`src/rtl/norm_seq.sv`:
```
// Load/drain sequencer for the per-column norm lanes.
// It feeds pr psums into each lane, then drains the results lane by lane.
module norm_seq #(
  parameter int col = 8,
  parameter int pr = 8,
  parameter int psum_bw = 12,
  localparam int LW = (col > 1) ? $clog2(col) : 1,
  localparam int CW = (pr > 1) ? $clog2(pr) : 1
) (
  input  logic               clk,
  input  logic               reset,
  input  logic               start,
  input  logic               clear,
  input  logic               in_valid,
  input  logic [psum_bw-1:0] in_data,
  output logic               in_ready,
  output logic [psum_bw-1:0] norm_in,
  output logic [col-1:0]     norm_wr,
  output logic [col-1:0]     norm_div,
  input  logic [col-1:0]     norm_ready,
  output logic               out_valid,
  input  logic               out_ready,
  output logic [LW-1:0]      out_lane,
  output logic               busy,
  output logic               done
);

  typedef enum logic [1:0] {
    IDLE,
    LOAD,
    DRAIN,
    DONE
  } state_t;

  state_t          state_q;
  state_t          state_d;
  logic [CW-1:0]   cnt_q;
  logic [CW-1:0]   cnt_d;
  logic [LW-1:0]   lane_q;
  logic [LW-1:0]   lane_d;
  logic            accept;
  logic            pop;
  logic            cnt_end;
  logic            last;
  logic [col-1:0]  lane_oh;

  assign cnt_end = (cnt_q == CW'(pr - 1));
  assign last    = cnt_end && (lane_q == LW'(col - 1));
  assign lane_oh = {{(col-1){1'b0}}, 1'b1} << lane_q;

  always_ff @(posedge clk or negedge reset) begin
    if (!reset) begin
      state_q <= IDLE;
      cnt_q   <= '0;
      lane_q  <= '0;
    end else begin
      state_q <= state_d;
      cnt_q   <= cnt_d;
      lane_q  <= lane_d;
    end
  end

  always_comb begin
    state_d = state_q;
    cnt_d   = cnt_q;
    lane_d  = lane_q;
    if (clear) begin
      state_d = IDLE;
      cnt_d   = '0;
      lane_d  = '0;
    end else begin
      unique case (state_q)
        IDLE: begin
          cnt_d  = '0;
          lane_d = '0;
          if (start) state_d = LOAD;
        end
        LOAD:  if (accept && last) state_d = DRAIN;
        DRAIN: if (pop && last) state_d = DONE;
        DONE:  state_d = IDLE;
        default: state_d = IDLE;
      endcase
      // LOAD and DRAIN walk the same cnt/lane order
      if (accept || pop) begin
        if (cnt_end) begin
          cnt_d  = '0;
          lane_d = last ? '0 : lane_q + LW'(1);
        end else begin
          cnt_d = cnt_q + CW'(1);
        end
      end
    end
  end

  always_comb begin
    in_ready  = (state_q == LOAD);
    out_valid = (state_q == DRAIN) && norm_ready[lane_q];
    accept    = in_ready && in_valid && !clear;
    pop       = out_valid && out_ready && !clear;
    norm_in   = in_data;
    norm_wr   = accept ? lane_oh : '0;
    norm_div  = pop ? lane_oh : '0;
    out_lane  = (state_q == DRAIN) ? lane_q : '0;
    busy      = (state_q == LOAD) || (state_q == DRAIN);
    done      = (state_q == DONE);
  end

endmodule

```
`config.mk`:
```
export PLATFORM = sky130hd
export DESIGN_NAME = norm_seq
export DESIGN_NICKNAME = d
export VERILOG_FILES = /design/src/rtl/norm_seq.sv
export SDC_FILE = /design/constraint.sdc
export NUM_CORES = 1
export LEC_CHECK = 0
export ABC_AREA = 1
export BUFFER_PORTS_ARGS = -buffer_cell sky130_fd_sc_hd__buf_2
export CORE_MARGIN = 10
export CORE_UTILIZATION = 39
export DETAILED_ROUTE_END_ITERATION = 10
export PLACE_DENSITY = 0.77
export SETUP_SLACK_MARGIN = 0.1
export SLEW_MARGIN = 40
export SYNTH_ARGS = -nofsm -noshare
export SYNTH_HDL_FRONTEND = slang
export SYNTH_SLANG_ARGS = --single-unit
```
`constraint.sdc`:
```
create_clock -name clk -period 1.7 [get_ports clk]
set_input_delay 0.34 -clock clk [delete_from_list [all_inputs] [get_ports clk]]
set_output_delay 0.34 -clock clk [all_outputs]
set_load 0.005 [all_outputs]
```
Word level (Yosys, flattened, before mapping)
Index checks and enable logic that the tools add are counted.
{ "totals": {"wordCells": 48, "memories": 0, "latchBits": 0, "inputBits": 26, "reg_bits": 8, "romBits": 0, "ramBits": 0, "output_inout_bits": 35} }
{ "classes": {"n_mul": 0, "mux": 19, "shifts": 1, "addsub": 2, "eq_ne": 8, "div": 0, "reduce_logical": 14, "n_lt_le_gt_ge": 1, "n_bitwise": 0} }
{ "ops": {"columns": ["operator", "count"], "rows": [
  ["two-way mux 3 bit", 10],
  ["two-way mux 8 bit", 2],
  ["logical AND 1 bit", 8],
  ["two-way mux 2 bit", 4],
  ["case mux 2 bit (4 select lines)", 1],
  ["left shift 1 x 3 -> 8 bit, first input constant", 1],
  ["adder 3 x 1 -> 3 bit, second input constant", 2],
  ["== test 3 bit, second input constant", 2],
  ["inequality test 3 bit, second input constant", 2],
  ["== test 2 bit, second input constant", 2],
  ["less-than comparator 3 x 4 -> 1 bit, second input constant", 1],
  ["binary-select mux 1 bit (select 3 bit)", 1],
  ["inequality test 3 x 2 -> 1 bit, second input constant", 1],
  ["AND reduction 3 bit", 1],
  ["nonzero test 3 bit", 1],
  ["== test 2 x 1 -> 1 bit, second input constant", 1],
  ["zero test 2 bit", 1],
  ["logical OR 1 bit", 2],
  ["zero test 1 bit", 1],
  ["two-way mux 1 bit", 1]
]} }

Logic depth before layout (Yosys ltp)
Gate-level depths: netlist of the first run.
{ "depth": {"word_depth": 9, "mapped_depth": 11, "mapped_depth_nobuf": 11} }

Worst setup path after synthesis of the first run
Ideal clock, no wire load.
{ "synth_timing": {"path_type": "register to output", "startpoint": "register state_q[0]", "endpoint": "output port norm_div[0]", "t_arrival_ps": 1392, "path_buffers": 1, "stages_incl_launch_ff": 10, "path_slack_ps": -32, "t_required_ps": 1360, "path_cell_list": "dfrtp_1 inv_1 ha_1 inv_1 nor2_1 nand3_2 nand2_4 nand3_4 buf_6 nor3_2"} }
{ "synth_via": {"elab_chain_cells": 5} }
{ "synth_lines": {"columns": ["item", "line", "source"], "rows": [
  ["from (decl)", "35", "state_t state_q;"],
  ["from (signal assigned)", "57", "state_q <= state_d;"],
  ["== test 2 bit", "97", "out_valid = (state_q == DRAIN) && norm_ready[lane_q];"],
  ["logical AND 1 bit", "97", null],
  ["net out_valid", "21", "output logic out_valid,"],
  ["logical AND 1 bit (2 in series)", "99", "pop = out_valid && out_ready && !clear;"],
  ["two-way mux 8 bit", "102", "norm_div = pop ? lane_oh : '0;"],
  ["to (decl)", "19", "output logic [col-1:0] norm_div,"]
]} }
The timed path passes the listed nets, and every way through them passes these cells.

Final worst setup path of the first run
{ "layout_timing": {"startpoint": "register state_q[1]", "endpoint": "output port norm_wr[6]"} }
{ "layout_via": {"elab_chain_cells": 4} }
{ "layout_lines": {"columns": ["item", "line", "source"], "rows": [
  ["== test 2 x 1 -> 1 bit", "96", "in_ready = (state_q == LOAD);"],
  ["logical AND 1 bit (2 in series)", "98", "accept = in_ready && in_valid && !clear;"],
  ["two-way mux 8 bit", "101", "norm_wr = accept ? lane_oh : '0;"],
  ["to (decl)", "18", "output logic [col-1:0] norm_wr,"]
]} }
No other way between the ends.

==> impl_metrics.json, run 1 <==
{
  "outcome": "finished with violations",
  "violations": "negative setup slack",
  "grt_usage_pct": 12.0,
  "crit_cells": 9,
  "clock_latency_ns": 0.26,
  "worst_slew_pin_slew_ns": 0.281,
  "place_ws_ns": -0.109,
  "setup_slack_ns": -0.258,
  "htreeDepth": 1,
  "wl_met1_um": 1260,
  "mostFrequentLayoutCell": "buf_2",
  "grt_pass1_wl_um": 5150,
  "std_cell_rows": 18,
  "crit_path_end_kind": "output pin",
  "placement.io_buffers": 36,
  "finalSetupViolCount": 26,
  "p_per_area_mw_per_mm2": 915,
  "met2_length_um": 1550,
  "antenna_found_initial": 0,
  "finalCritPeriodShare_pct": 115,
  "crit_buf_inv": 5,
  "core-area_mm2": 0.00245,
  "p_total_mw": 1.52,
  "drt_pass1_iterations": 4,
  "drv_slew": 0,
  "antennaDiodeCount": 0,
  "relSlewSlack_pct": 81.2,
  "synth_seq_area_share_pct": 20.1,
  "layout_common_cells": "34 x buf_2, 33 x nand2_1, 23 x buf_4, 14 x inv_1",
  "max_freq_mhz": 511,
  "first_global_vias": 1119,
  "cp_slowest_cell": "dfrtp_1",
  "top_layer_used": "met4",
  "holdPathStages": 2,
  "yosys_register_bits": 8,
  "syn_inst": 147,
  "gp_congestion": 0.810,
  "required_ns": 1.36,
  "nNetsFinal": 245,
  "grt_max_degree": 10,
  "total_leakage_power_nw": 0.929,
  "yosys.area.top_type_share_pct": 20.1,
  "ant_nets": 0,
  "syn_area_um2": 997,
  "worst-r2r-cell-count": 14,
  "die_w_um": 70.6,
  "cp.arrival_ns": 1.62,
  "clock_path_buffers": 2,
  "ios": 61,
  "wl_met3_um": 235,
  "ys_warn_count": 0,
  "period_needed_ns": 1.96,
  "hold_viol_final": 0,
  "cp_top_family": "buffers and inverters",
  "peakVddDrop_v": 0.00113,
  "route.detailed.drc": 0,
  "synth_area_leaders": "dfrtp_1 20%, ha_1 15%, nand2_1 13%, buf_4 9.0%, inv_1 8.3%",
  "hold_class": "input port to register",
  "layout-drive-gt1-share_pct": 55.6,
  "crit_fanout": 4,
  "timing.critical_path.mode_cell": "inv_4",
  "maxCapViolCount": 0,
  "grt_overflow": 0,
  "drt-initial-drc-count": 41,
  "cts.sinks": 8,
  "vias_per_cell": 4.78,
  "synth_fp_nets": 185,
  "area_delta_synth_final_pct": 67.0,
  "start_util_pct": 40.6,
  "path_cells": "buf_6 > inv_4 > ha_4 > inv_4 > nor2_4 > buf_12 > nand2_8 > nor3_2 > buf_2",
  "wire_per_inst_um": 13.3,
  "ctsRootBufferMaster": "clkbuf_4",
  "synth_top_area_cell": "dfrtp_1",
  "dpl.hpwl_um": 2090,
  "synth_cell_types": 24,
  "max_stage_delay_ns": 0.43,
  "hold_ws_ns": 0.378,
  "dieHeight_um": 70.6,
  "dieArea_mm2": 0.00498,
  "synth.avg_cell_area_um2": 6.78,
  "routed_wl_um": 3120,
  "numCtsBuffers": 3,
  "worstSetupStartpointType": "register",
  "critPathKind": "register to output pin",
  "rsz0062_at_grt": "yes",
  "clock_skew_ns": 0.00533,
  "num_vias": 1123,
  "cts_tree": "done",
  "path_clk_slew_ns": 0.05
}
-- worst reg2reg max path, delay by kind of cell, from the launching register on --
family                   cells  cell delay (ns)
AO/OA/AOI/OAI                2             0.19
adder cells (fa/ha/maj)      1             0.13
buffers and inverters        6             0.58
flip-flops                   1             0.43
AND/OR/NAND/NOR              5             0.43
-- layer usage --
layer	vias to the layer above	global-route usage [%]
li1	576	-
met1	495	14.4
met2	40	19.8
met3	12	2.93
met4	0	5.59
met5	-	0
-- final timing paths --
check | start | end | slack, ns
min in group asynchronous | reset | cnt_q[0] | 0.46
min | clear | lane_q[1] | 0.38
max in group asynchronous | reset | lane_q[0] | 1.04
max reg2reg | state_q[1] | state_q[0] | -0.17
min reg2reg | cnt_q[1] | cnt_q[1] | 0.54
max | state_q[1] | norm_wr[6] | -0.26
-- sequential cells by signal, indices dropped and copies added, names as in the netlist --
signal   flops
state_q      2
lane_q       3
cnt_q        3
-- power breakdown --
part	internal [mW]	switching, mW
combinational	0.574	0.534
sequential	0.229	0.0405
clock	0.0808	0.0651
total	0.884	0.639
-- layout make-up --
cell class                 count  area (µm²)
clock buffer                   3        22.5
fill                         211         790
inverter                      24        95.1
multi-input combinational    101         806
sequential                     8         201
tap                           30        37.5
timing repair buffer          69         503
-- stage by stage --
step | instance area, µm² | setup TNS [ns] | std cells | utilization (%)
floorplan | 1070 | -0.119 | 147 | -
global placement | 1280 | -0.314 | 213 | 52.3
detailed placement | 1280 | -0.742 | 213 | 52.3
CTS | 1510 | -4.06 | 229 | 61.3
global route | 1670 | -6.42 | 235 | 67.8
finish | 1670 | -4.36 | 235 | 67.8
-- Yosys cell counts (all sizes together) --
cell     n
nand4    3
a21oi    7
nor2    13
clkbuf   1
ha      12
o31ai    1
o21ai    2
nor3    12
nand3   11
dfrtp    8
clkinv   1
buf     15
nand3b   1
nand2   37
inv     23
-- logic make-up (layout without fill, tap and decap cells) --
group                    Yosys count  after routing  share of synthesized area [%]
adder cells (fa/ha/maj)           12             12                           15.1
buffers and inverters             40             96                           20.6
AO/OA/AOI/OAI                     10             10                           5.27
AND/OR/NAND/NOR                   77             79                           39.0
flip-flops                         8              8                           20.1
-- timing repair --
action                                  in CTS  in global routing
endpoints found under the hold margin        8                  0
resized for setup                           24                 20
pin swaps                                   12                 13
hold buffers                                 1                  0
endpoints found under the setup margin      25                 27
buffers inserted                            12                  7
cloned                                       2                  1
Power figures use the tool's default switching activity.
==> run 2, diff against run 1 <==
Settings changed: BUFFER_PORTS_ARGS -buffer_cell sky130_fd_sc_hd__buf_2 to -buffer_cell sky130_fd_sc_hd__buf_4, CORE_UTILIZATION 39 to 40, CTS_BUF_LIST set to sky130_fd_sc_hd__clkbuf_8, HOLD_SLACK_MARGIN set to 0.1, PLACE_DENSITY 0.77 to 0.78.
==> run 2 against run 1 <==
  * The flow still finishes with violations (negative setup slack)
  * Sequential power grew 3%
  * Die area shrank 1.8%
  * First-iteration DRC count is the same
  * Fmax shrank 0.73%
  * Total power grew 6.1%
  * Largest cell class unchanged
  * Largest power group unchanged
==> impl_metrics.json, run 2 (same netlist as run 1, synthesis figures left out) <==
{
  "place_ws_ns": -0.116,
  "max_freq_mhz": 507,
  "mostFrequentLayoutCell": "buf_4",
  "drt-initial-drc-count": 41,
  "grt_max_degree": 10,
  "final_util_pct": 70.3,
  "vias_per_cell": 4.94,
  "antenna_found_initial": 0,
  "required_ns": 1.36,
  "maxCapViolCount": 0,
  "htreeDepth": 1,
  "peakVddDrop_v": 0.00105,
  "crit_path_end_kind": "output pin",
  "relSlewSlack_pct": 82.2,
  "grt_overflow": 0,
  "period_needed_ns": 1.97,
  "hold_class": "input port to register",
  "start_util_pct": 41.0,
  "nNetsFinal": 239,
  "grt_pass1_wl_um": 6010,
  "max_stage_delay_ns": 0.40,
  "cts_tree": "done",
  "rsz0062_at_grt": "yes",
  "core-area_mm2": 0.00243,
  "violations": "negative setup slack",
  "critPathKind": "register to output pin",
  "dieArea_mm2": 0.00489,
  "area_delta_synth_final_pct": 71.4,
  "gr-usage-met1_pct": 15.0,
  "antennaDiodeCount": 0,
  "dpl.hpwl_um": 2310,
  "std_cell_rows": 18,
  "total_leakage_power_nw": 0.902,
  "drv_slew": 0,
  "p_per_area_mw_per_mm2": 945,
  "outcome": "finished with violations",
  "crit_buf_inv": 4,
  "layout-drive-gt1-share_pct": 58.3,
  "layout_common_cells": "51 x buf_4, 31 x nand2_1, 13 x inv_1, 11 x buf_6",
  "cts.sinks": 8,
  "cp_top_family": "simple AND/OR/NAND/NOR gates",
  "ant_nets": 0,
  "dieHeight_um": 69.9,
  "crit_fanout": 4,
  "first_global_vias": 1253,
  "gp_congestion": 0.785,
  "path_cells": "inv_2 > ha_4 > inv_4 > nor2_4 > nand3_2 > nand2_4 > buf_6 > nand3_4 > nor2_2 > buf_4",
  "die_w_um": 69.9,
  "dp.cells": 214,
  "ctsRootBufferMaster": "clkbuf_8",
  "clock_skew_ns": 0.000802,
  "ios": 61,
  "grt_usage_pct": 14.7,
  "finalCritPeriodShare_pct": 116,
  "layout.cells.non_filler": 229,
  "num_vias": 1131,
  "cp.arrival_ns": 1.63,
  "clock_latency_ns": 0.24,
  "worstSetupStartpointType": "register",
  "reg_top3": "cnt_q x3, lane_q x3, state_q x2",
  "numCtsBuffers": 3,
  "grtUsageMet3_pct": 3.95,
  "routed_wl_um": 3540,
  "cp_slowest_cell": "dfrtp_1",
  "placement.io_buffers": 36,
  "clock_path_buffers": 2,
  "wire_per_inst_um": 15.4,
  "worst_slew_pin_slew_ns": 0.266,
  "tns_ns": -3.81,
  "route.detailed.drc": 0,
  "setup_slack_ns": -0.273,
  "path_clk_slew_ns": 0.04,
  "place_area_mm2": 0.00138,
  "finalSetupViolCount": 19,
  "drt_pass1_iterations": 4,
  "final_area_mm2": 0.00171,
  "hold_viol_final": 0,
  "grtUsageMet2_pct": 26.4,
  "top_usage_layer": "met2"
}
## run 2: cell count changes in the layout (fill, tap and decap cells not counted), moves of 2 or more
cell,previous run,this run
buf_2,34,0
clkbuf_4,3,0
buf_6,8,11
buf_4,23,51
clkbuf_8,0,3
nand2_1,33,31
nand2_4,3,5
## run 2: layer usage
metal	wire, µm	vias up
li1	-	558
met1	1370	511
met2	1820	48
met3	225	14
met4	117	0
met5	0	-
## run 2: area by class of cell
class                           instances  area, µm²
Clock buffer                            3       41.3
Fill cell                             195        723
Inverter                               24       97.6
Multi-Input combinational cell        101        813
Sequential cell                         8        203
Tap cell                               30       37.5
Timing Repair Buffer                   63        517
## run 2: worst paths after layout
check	startpoint	endpoint	slack, ns	cells after the start
worst min-delay path	clear	lane_q[1]	0.35	2
worst max-delay path	state_q[0]	norm_div[3]	-0.27	10
worst max register to register	state_q[0]	state_q[0]	-0.11	13
max in group asynchronous	reset	lane_q[0]	1.10	2
min in group asynchronous	reset	cnt_q[2]	0.46	2
worst min register to register	cnt_q[1]	cnt_q[1]	0.55	2
## run 2: stage by stage
step / total power, mW / hold WS (ns)
after floorplan: 0.688 / 0.0444
after global placement: 0.959 / 0.167
after detailed placement: 0.987 / 0.170
after CTS: 1.54 / 0.325
after global routing: 1.74 / 0.358
final: 1.62 / 0.352
## run 2: repair_timing
item,CTS,global route
hold endpoints to repair,8,0
pin swaps,7,4
endpoints found under the setup margin,25,30
buffers inserted,11,0
resized for setup,33,19
cloned,2,0
hold buffers,1,0
## run 2: report_power, final
part           total [mW]  internal (mW)  switching, mW
combinational        1.09          0.547          0.546
sequential          0.279          0.230         0.0485
clock               0.243          0.155         0.0885
total                1.62          0.932          0.683
==> run 3, diff against run 2 <==
Settings changed: PLACE_DENSITY 0.78 to unset, PLACE_DENSITY_LB_ADDON set to 0.2.
==> run 3 against run 2 <==
  * Die area unchanged
  * Combinational power rose by 13%
  * Global-route usage down 0.94 points
  * Fmax up 0.30%
  * The run still ends with negative setup slack left
  * Largest power group unchanged
  * Sequential share of layout area is 1.1 points lower
  * Final area grew 11%
  * Clock skew is essentially flat
  * Sequential cell count did not move
  * Critical path depth down 1
  * Via count grew 7.0%
  * Hold slack got worse by 0.0051 ns
  * Clock-buffer cell count unchanged
==> impl_metrics.json, run 3 (same netlist as run 1, synthesis figures left out) <==
{
  "antennaDiodeCount": 0,
  "route.detailed.drc": 0,
  "place_ws_ns": -0.125,
  "ant_nets": 0,
  "crit_end": "norm_wr[5]",
  "required_ns": 1.36,
  "outcome": "finished with violations",
  "worst-r2r-cell-count": 14,
  "reg2reg_to": "state_q[0]",
  "tns_ns": -4.25,
  "dpl.hpwl_um": 2360,
  "start_util_pct": 41.0,
  "std_cell_rows": 18,
  "core-area_mm2": 0.00243,
  "htreeDepth": 1,
  "clock_path_buffers": 2,
  "r2r_setup_slack_ns": -0.17,
  "p_per_area_mw_per_mm2": 923,
  "cts_tree": "done",
  "grt_usage_pct": 13.8,
  "peakVddDrop_v": 0.000952,
  "total_leakage_power_nw": 0.973,
  "nNetsFinal": 252,
  "cp.arrival_ns": 1.63,
  "layout_common_cells": "56 x buf_4, 27 x nand2_1, 16 x buf_6, 11 x inv_1, 10 x inv_2",
  "wl_met1_um": 1310,
  "max_freq_mhz": 508,
  "placement.io_buffers": 36,
  "antenna_found_initial": 0,
  "reg_top3": "cnt_q x3, lane_q x3, state_q x2",
  "worst_slew_pin_slew_ns": 0.315,
  "die_w_um": 69.9,
  "drt-initial-drc-count": 49,
  "drt_pass1_iterations": 4,
  "violations": "negative setup slack",
  "crit_path_end_kind": "output pin",
  "worstSetupStartpointType": "register",
  "max_stage_delay_ns": 0.44,
  "mostFrequentLayoutCell": "buf_4",
  "wl_met3_um": 307,
  "routed_wl_um": 3730,
  "dieArea_mm2": 0.00489,
  "grt_overflow": 0,
  "maxCapViolCount": 0,
  "hold_viol_final": 0,
  "grt_max_degree": 11,
  "path_cells": "buf_6 > inv_4 > ha_4 > inv_2 > nor2_4 > buf_12 > nand2_8 > nor3_4 > buf_4",
  "ctsRootBufferMaster": "clkbuf_8",
  "clock_latency_ns": 0.23,
  "crit_start": "state_q[1]",
  "clock_skew_ns": 0.000879,
  "layout-drive-gt1-share_pct": 62.3,
  "dieHeight_um": 69.9,
  "num_vias": 1210,
  "grt_pass1_wl_um": 5730,
  "period_needed_ns": 1.97,
  "hold_class": "input port to register",
  "path_clk_slew_ns": 0.04,
  "relSlewSlack_pct": 79.0,
  "numCtsBuffers": 3,
  "ios": 61,
  "drv_slew": 0,
  "r2r_start": "state_q[1]",
  "rsz0062_at_grt": "yes",
  "wire_per_inst_um": 15.4,
  "finalSetupViolCount": 28,
  "met2_length_um": 2030,
  "fillCellCount": 166,
  "dp.cells": 212,
  "finalCritPeriodShare_pct": 116,
  "final_util_pct": 77.7,
  "vias_per_cell": 5.00,
  "crit_fanout": 4,
  "area_delta_synth_final_pct": 89.6,
  "gp_congestion": 0.792,
  "setup_slack_ns": -0.267,
  "cts.sinks": 8,
  "critPathKind": "register to output pin",
  "layout.cells.non_filler": 242,
  "top_layer_used": "met4",
  "first_global_vias": 1258,
  "cp_slowest_cell": "dfrtp_2"
}
## run 3: cell count changes in the layout (fill, tap and decap cells not counted), moves of 2 or more
cell,previous run,this run
nand3_2,4,1
buf_4,51,56
nand2_4,5,3
nand2_2,2,7
ha_2,2,0
buf_6,11,16
nor3_4,6,8
nand2_1,31,27
inv_2,7,10
inv_1,13,11
nor3_2,6,4
nand3_1,6,9
## run 3: cell type report
class,count,area [µm²],share of cell area [%]
Clock buffer,3,41.3,2.18
Sequential cell,8,203,10.7
Inverter,24,95.1,5.03
Tap cell,30,37.5,1.99
Timing Repair Buffer,76,673,35.6
Multi-Input combinational cell,101,841,44.5
## run 3: layer usage
metal  global-route usage [%]  vias up
met1                     13.8      553
met2                     25.7       57
met3                     4.52       11
met4                     5.04        0
met5                        0        -
li1                         -      589
## run 3: where the power goes
| part | internal [mW] | switching [mW] | leakage, nW |
|---|---|---|---|
| clock network | 0.153 | 0.0754 | 0.0216 |
| registers | 0.232 | 0.0497 | 0.106 |
| logic | 0.643 | 0.591 | 0.846 |
| total | 1.03 | 0.716 | 0.973 |
## run 3: worst min-delay path by stage
stage           from        end  slack, ns  depth (start not counted)
4_1_cts        clear  lane_q[1]       0.33                          2
3_3_place_gp   reset   cnt_q[2]       0.16                          1
3_5_place_dp   reset   cnt_q[2]       0.17                          1
6_report       clear  lane_q[1]       0.35                          2
2_1_floorplan  reset   cnt_q[0]       0.04                          0
5_1_grt        clear  lane_q[1]       0.35                          2
## run 3: critical path, delay by kind of cell, from the launching register on
| family | cells | cell delay (ns) |
|---|---|---|
| fa+ha+maj | 1 | 0.12 |
| buf+inv | 5 | 0.49 |
| flops | 1 | 0.44 |
| simple gates | 3 | 0.33 |
## run 3: per-stage QoR
stage	hold slack, ns	cell area [µm²]	power (mW)
6_report	0.346	1890	1.74
2_1_floorplan	0.0444	1070	0.688
5_1_grt	0.351	1890	1.86
3_3_place_gp	0.164	1370	0.947
3_5_place_dp	0.167	1370	0.961
4_1_cts	0.335	1720	1.52
## run 3: timing repair
| item | 4_1_cts | 5_1_grt |
|---|---|---|
| hold endpoints to repair | 8 | 0 |
| hold buffers | 1 | 0 |
| endpoints found under the setup margin | 25 | 29 |
| pin swaps | 20 | 13 |
| resized for setup | 38 | 29 |
| setup buffers | 21 | 9 |
| cloned | 3 | 0 |
